===== src/rtl/nf10_axis_pkg.sv =====
// nf10_axis_pkg: shared FSM states, tuser field offsets and default widths for the 10G rx guard.
package nf10_axis_pkg;
    typedef enum logic [1:0] {IDLE, PASS, DROP} state_t;
    localparam int TUSER_LEN_LO = 0;
    localparam int TUSER_LEN_HI = 15;
    localparam int TUSER_SRC_LO = 16;
    localparam int TUSER_SRC_HI = 23;
    localparam int TUSER_DST_LO = 24;
    localparam int TUSER_DST_HI = 31;
    localparam int DEF_DATA_WIDTH = 256;
    localparam int DEF_TUSER_WIDTH = 128;
    localparam int DEF_MAX_BEATS = 48;
endpackage


===== src/rtl/nf10_axis_skid.sv =====
// nf10_axis_skid: two-entry AXI-Stream skid buffer with fully registered outputs.
module nf10_axis_skid #(
    parameter int DATA_WIDTH = 256,
    parameter int TUSER_WIDTH = 128
) (
    input  logic                    clk,
    input  logic                    rst,
    input  logic [DATA_WIDTH-1:0]   s_tdata,
    input  logic [DATA_WIDTH/8-1:0] s_tstrb,
    input  logic [TUSER_WIDTH-1:0]  s_tuser,
    input  logic                    s_tvalid,
    input  logic                    s_tlast,
    output logic                    s_tready,
    output logic [DATA_WIDTH-1:0]   m_tdata,
    output logic [DATA_WIDTH/8-1:0] m_tstrb,
    output logic [TUSER_WIDTH-1:0]  m_tuser,
    output logic                    m_tvalid,
    output logic                    m_tlast,
    input  logic                    m_tready
);
    localparam int W = DATA_WIDTH + DATA_WIDTH/8 + TUSER_WIDTH + 1;
    logic [W-1:0] in_pl, out_pl, skid_pl;
    logic         skid_valid, s_fire;
    assign in_pl    = {s_tdata, s_tstrb, s_tuser, s_tlast};
    assign s_tready = !skid_valid && !rst;
    assign s_fire   = s_tvalid && s_tready;
    assign {m_tdata, m_tstrb, m_tuser, m_tlast} = out_pl;
    // The skid entry only fills when the output register is stalled, so input is refused while it is occupied.
    always_ff @(posedge clk or posedge rst) begin
        if (rst) begin
            m_tvalid   <= 1'b0;
            skid_valid <= 1'b0;
            out_pl     <= '0;
            skid_pl    <= '0;
        end else if (!m_tvalid || m_tready) begin
            m_tvalid   <= skid_valid || s_fire;
            out_pl     <= skid_valid ? skid_pl : (s_fire ? in_pl : out_pl);
            skid_valid <= 1'b0;
        end else if (s_fire) begin
            skid_valid <= 1'b1;
            skid_pl    <= in_pl;
        end
    end
endmodule


===== src/rtl/nf10_axis_rx_guard.sv =====
// nf10_axis_rx_guard: truncates oversize rx packets and fills in a default source port.
// Optional NF10_RX_GUARD_STATS_EN adds packet and truncation counters.
module nf10_axis_rx_guard
    import nf10_axis_pkg::*;
#(
    parameter int         C_AXIS_DATA_WIDTH  = DEF_DATA_WIDTH,
    parameter int         C_AXIS_TUSER_WIDTH = DEF_TUSER_WIDTH,
    parameter int         C_MAX_BEATS        = DEF_MAX_BEATS,
    parameter logic [7:0] C_DEFAULT_SRC_PORT = 8'h40
) (
    input  logic                             axi_aclk,
    input  logic                             axi_reset,
    input  logic [C_AXIS_DATA_WIDTH-1:0]     s_axis_tdata,
    input  logic [C_AXIS_DATA_WIDTH/8-1:0]   s_axis_tstrb,
    input  logic [C_AXIS_TUSER_WIDTH-1:0]    s_axis_tuser,
    input  logic                             s_axis_tvalid,
    input  logic                             s_axis_tlast,
    output logic                             s_axis_tready,
    output logic [C_AXIS_DATA_WIDTH-1:0]     m_axis_tdata,
    output logic [C_AXIS_DATA_WIDTH/8-1:0]   m_axis_tstrb,
    output logic [C_AXIS_TUSER_WIDTH-1:0]    m_axis_tuser,
    output logic                             m_axis_tvalid,
    output logic                             m_axis_tlast,
    input  logic                             m_axis_tready
`ifdef NF10_RX_GUARD_STATS_EN
    ,
    output logic [31:0]                      pkt_count,
    output logic [31:0]                      trunc_count
`endif
);
    localparam int BW = $clog2(C_MAX_BEATS) + 1;
    localparam logic [BW-1:0] MAX = BW'(C_MAX_BEATS);
    state_t                        state;
    logic [BW-1:0]                 beats, beat_num;
    logic                          skid_ready, accept, trunc;
    logic [C_AXIS_TUSER_WIDTH-1:0] fwd_user;
    assign beat_num      = (state == IDLE) ? BW'(1) : beats + BW'(1);
    assign s_axis_tready = (state == DROP) ? !axi_reset : skid_ready;
    assign accept        = s_axis_tvalid && s_axis_tready;
    assign trunc         = accept && state != DROP && beat_num == MAX && !s_axis_tlast;
    always_comb begin
        fwd_user = s_axis_tuser;
        if (state == IDLE && s_axis_tuser[TUSER_SRC_HI:TUSER_SRC_LO] == 8'h00)
            fwd_user[TUSER_SRC_HI:TUSER_SRC_LO] = C_DEFAULT_SRC_PORT;
    end
    always_ff @(posedge axi_aclk or posedge axi_reset) begin
        if (axi_reset) begin
            state <= IDLE;
            beats <= '0;
        end else if (accept) begin
            state <= s_axis_tlast ? IDLE : ((state == DROP || trunc) ? DROP : PASS);
            beats <= (state == DROP) ? '0 : beat_num;
        end
    end
    nf10_axis_skid #(
        .DATA_WIDTH (C_AXIS_DATA_WIDTH),
        .TUSER_WIDTH(C_AXIS_TUSER_WIDTH)
    ) u_skid (
        .clk     (axi_aclk),
        .rst     (axi_reset),
        .s_tdata (s_axis_tdata),
        .s_tstrb (s_axis_tstrb),
        .s_tuser (fwd_user),
        .s_tvalid(s_axis_tvalid && state != DROP),
        .s_tlast (s_axis_tlast || trunc),
        .s_tready(skid_ready),
        .m_tdata (m_axis_tdata),
        .m_tstrb (m_axis_tstrb),
        .m_tuser (m_axis_tuser),
        .m_tvalid(m_axis_tvalid),
        .m_tlast (m_axis_tlast),
        .m_tready(m_axis_tready)
    );
`ifdef NF10_RX_GUARD_STATS_EN
    always_ff @(posedge axi_aclk or posedge axi_reset) begin
        if (axi_reset) begin
            pkt_count   <= '0;
            trunc_count <= '0;
        end else begin
            pkt_count   <= pkt_count + 32'(m_axis_tvalid && m_axis_tready && m_axis_tlast);
            trunc_count <= trunc_count + 32'(trunc);
        end
    end
`endif
endmodule


===== config.mk =====
export PLATFORM = sky130hd
export DESIGN_NAME = nf10_axis_rx_guard
export DESIGN_NICKNAME = d
export VERILOG_FILES = /design/src/rtl/nf10_axis_pkg.sv /design/src/rtl/nf10_axis_skid.sv /design/src/rtl/nf10_axis_rx_guard.sv
export SDC_FILE = /design/constraint.sdc
export NUM_CORES = 2
export LEC_CHECK = 0
export ABC_AREA = 1
export CAP_MARGIN = 40
export CORE_AREA = 5 5 323 325
export CTS_CLUSTER_DIAMETER = 50
export DETAILED_ROUTE_END_ITERATION = 12
export DIE_AREA = 0 0 328 330
export GPL_ROUTABILITY_DRIVEN = 0
export PLACE_DENSITY = 0.69
export SLEW_MARGIN = 20
export SYNTH_ARGS = -nofsm -noshare
export SYNTH_HDL_FRONTEND = slang
export SYNTH_HIERARCHICAL = 1
export SYNTH_SLANG_ARGS = --single-unit

===== constraint.sdc =====
create_clock -name axi_aclk -period 36.9 [get_ports axi_aclk]
set_input_delay 9.225 -clock axi_aclk [delete_from_list [all_inputs] [get_ports axi_aclk]]
set_output_delay 9.225 -clock axi_aclk [all_outputs]
set_load 0.01 [all_outputs]

==> flow_summary.ini <==
[run_status]
status = finished clean

[placement]
numPortBuffers = 839
hpwl_mm = 79.3
pre_cts_ws_ns = 16.70

[cells_and_area]
drive_above_1_share_pct = 4.25
nNetsFinal = 6107
fill_cells = 9507
syn2layout_area_growth_pct = 34.6

[floorplanning]
core_area_um2 = 101000
die_y_um = 330
rows = 117
die_x_um = 328
die_area_um2 = 108000
start_util_pct = 37.4
io_pins = 840

[timing]
timing.fmax_mhz = 49.4
finalHoldViolCount = 0
finClkSkew_ns = 0.0404
max_slew_margin_pct = 19.2
setup_viol = 0
worst_pin_slew_ns = 1.21
rsz0062_at_grt = false
period_minus_slack_ns = 20.23
layout_setup_ws_ns = 16.67
slew_viol_final = 0
fin_crit_sh_pct = 54.8
tns_ns = 0

[clock_tree]
htreeDepth = 3
cts_buffers = 106
clockBufferDepth = 3
worstSkewPairLatency_ns = 0.70
clk_pin_slew_ns = 0.05
cts_resized = 0
clock-root-buffer = clkbuf_16
cts_sinks = 845
cts_tree = built
postCtsHoldBufs = 0
cts_setup_buffers = 0

[synthesis]
yosys-top-cells-area = dfrtp_1, nand2_1, nand3_1, buf_2, clkbuf_1
synth_most_common_cell = nand2_1
synth_area_um2 = 37800
syn-num-nets = 5437
async_reset_ff_share_pct = 100
synthCells = 5015
ys.flop_type = dfrtp_1
synth_edf_count = 0
yosysWarnings = 6
ys_ff_latch = 845
netlist_top_cells_count = nand2_1, dfrtp_1, nand3_1
syn_area_per_cell_um2 = 7.55
post-synth-top-area-cell = dfrtp_1
seq_area_frac_synth_pct = 55.9
synth_cell_types = 28
synth_top_area_share_pct = 55.9

[worst_setup_path]
worstPathCellList = clkdlybuf4s50_1, nor2_4, nand2_1, o21ai_2, clkdlybuf4s50_1
cp.arrival_ns = 11.01
critPathRequiredTime_ns = 27.67
cp-end-kind = primary output
crit_type = in -> out
crit_cells = 5
path_common_cell = clkdlybuf4s50_1
critPathMaxStageDelay_ns = 0.70
slowest_stage = clkdlybuf4s50_1
critPathTopFamily = buffers and inverters
path_max_fanout = 5
r2r_cells = 14
critPathLaunchType = input pin
path_buf_inv = 2

[route]
detail_route.wl_per_cell_um = 17.5
viasPerCell = 4.85
drt-initial-drc-count = 3215
drc = 0
wirelength_mm = 126
num_vias = 34800
first_pass_iters = 5
final_antenna_net_count = 0

[hold_path]
min_path_cells = 2
hold_path_class = reg -> reg

[grt]
busiest_layer = met2
grt_util_all_layers_pct = 22.3
grt_pass1_vias = 33000
grt_max_degree = 196
antenna_found_initial = 44
gr-usage-met2_pct = 36.1
grt_use_met1_pct = 28.4
grtUsageMet3_pct = 5.07
grt_pass1_wl_mm = 194
grt_overflow = 0

[power_and_ir_drop]
leakage_nw = 26.8
ir_drop_mv = 0.0402
powerDensity_nw_per_um2 = 61.8

[job]
maxCapViolCount = 0
stage by stage:
step	instances	utilization (%)	area, um2	hold WS, ns	power (mW)
2_1_floorplan	5015	-	37800	0.449	1.69
3_3_place_gp	6925	46.2	46700	0.453	2.08
3_5_place_dp	6943	46.7	47200	0.457	2.11
4_1_cts	7137	50.2	50800	0.471	3.17
5_1_grt	7176	50.4	50900	0.489	3.32
6_report	7179	50.4	50900	0.466	3.15
registers in the layout, indices dropped and copies added, names as in the netlist:
register	flops
u_skid/out_pl	417
u_skid/skid_pl	417
beats	7
state	2
u_skid/m_tvalid	1
u_skid/skid_valid	1
routing by layer:
metal | vias up | share of wire [%]
met1 | 16500 | 39
met3 | 234 | 7.3
met4 | 6 | 4.0
li1 | 16800 | -
met2 | 1257 | 49
met5 | - | 0.034
logic make-up after synthesis:
| group | count (synthesis) | synth area share, % |
|---|---|---|
| AND/OR/NAND/NOR | 3806 | 39.3 |
| AO/OA/AOI/OAI | 13 | 0.248 |
| buffers and inverters | 350 | 4.55 |
| flip-flops | 845 | 55.9 |
| adder cells (fa/ha/maj) | 1 | 0.0331 |
path summary, 6_finish.rpt:
| path | start | to | slack [ns] |
|---|---|---|---|
| max reg2reg | state[0] | u_skid/out_pl[408] | 33.31 |
| max in group asynchronous | axi_reset | u_skid/skid_pl[113] | 24.84 |
| min reg2reg | u_skid/out_pl[225] | u_skid/out_pl[225] | 0.47 |
| min | u_skid/out_pl[225] | u_skid/out_pl[225] | 0.47 |
| min in group asynchronous | axi_reset | u_skid/skid_pl[313] | 9.25 |
| max | axi_reset | s_axis_tready | 16.67 |
power breakdown:
group | leakage, nW | internal (mW) | switching [mW]
registers | 10.6 | 1.19 | 0.159
logic | 14.4 | 0.364 | 0.384
clock network | 1.75 | 0.630 | 0.424
layout by cell type (no fill, tap or decap), types with 5 or more instances in the layout:
cell type        count
nand2_1           3358
clkbuf_8            18
clkbuf_1            22
inv_6                6
clkbuf_16          107
buf_12              12
clkinv_4             5
buf_16              17
diode_2             40
clkinv_2            16
nand3_1            424
nor2_1               8
clkdlybuf4s50_1    839
bufinv_16            8
dfrtp_1            844
inv_1               15
clkinvlp_4           6
buf_4               24
cell type report:
| cell class | instances | area, um2 | share of cell area [%] |
|---|---|---|---|
| clock inverters | 47 | 584 | 1.15 |
| diodes | 40 | 100 | 0.196 |
| inverters | 20 | 90.1 | 0.177 |
| flip-flops and latches | 845 | 21100 | 41.5 |
| multi-input cells | 3820 | 15000 | 29.5 |
| repair buffers | 892 | 9290 | 18.2 |
| well taps | 1368 | 1710 | 3.36 |
| clock buffers | 147 | 3010 | 5.90 |
worst min-delay path, delay by kind of cell, from the launching register on:
family	cells	cell delay, ns
flip-flops	1	0.34
AND/OR/NAND/NOR	2	0.09
Power figures use the tool's default switching activity.
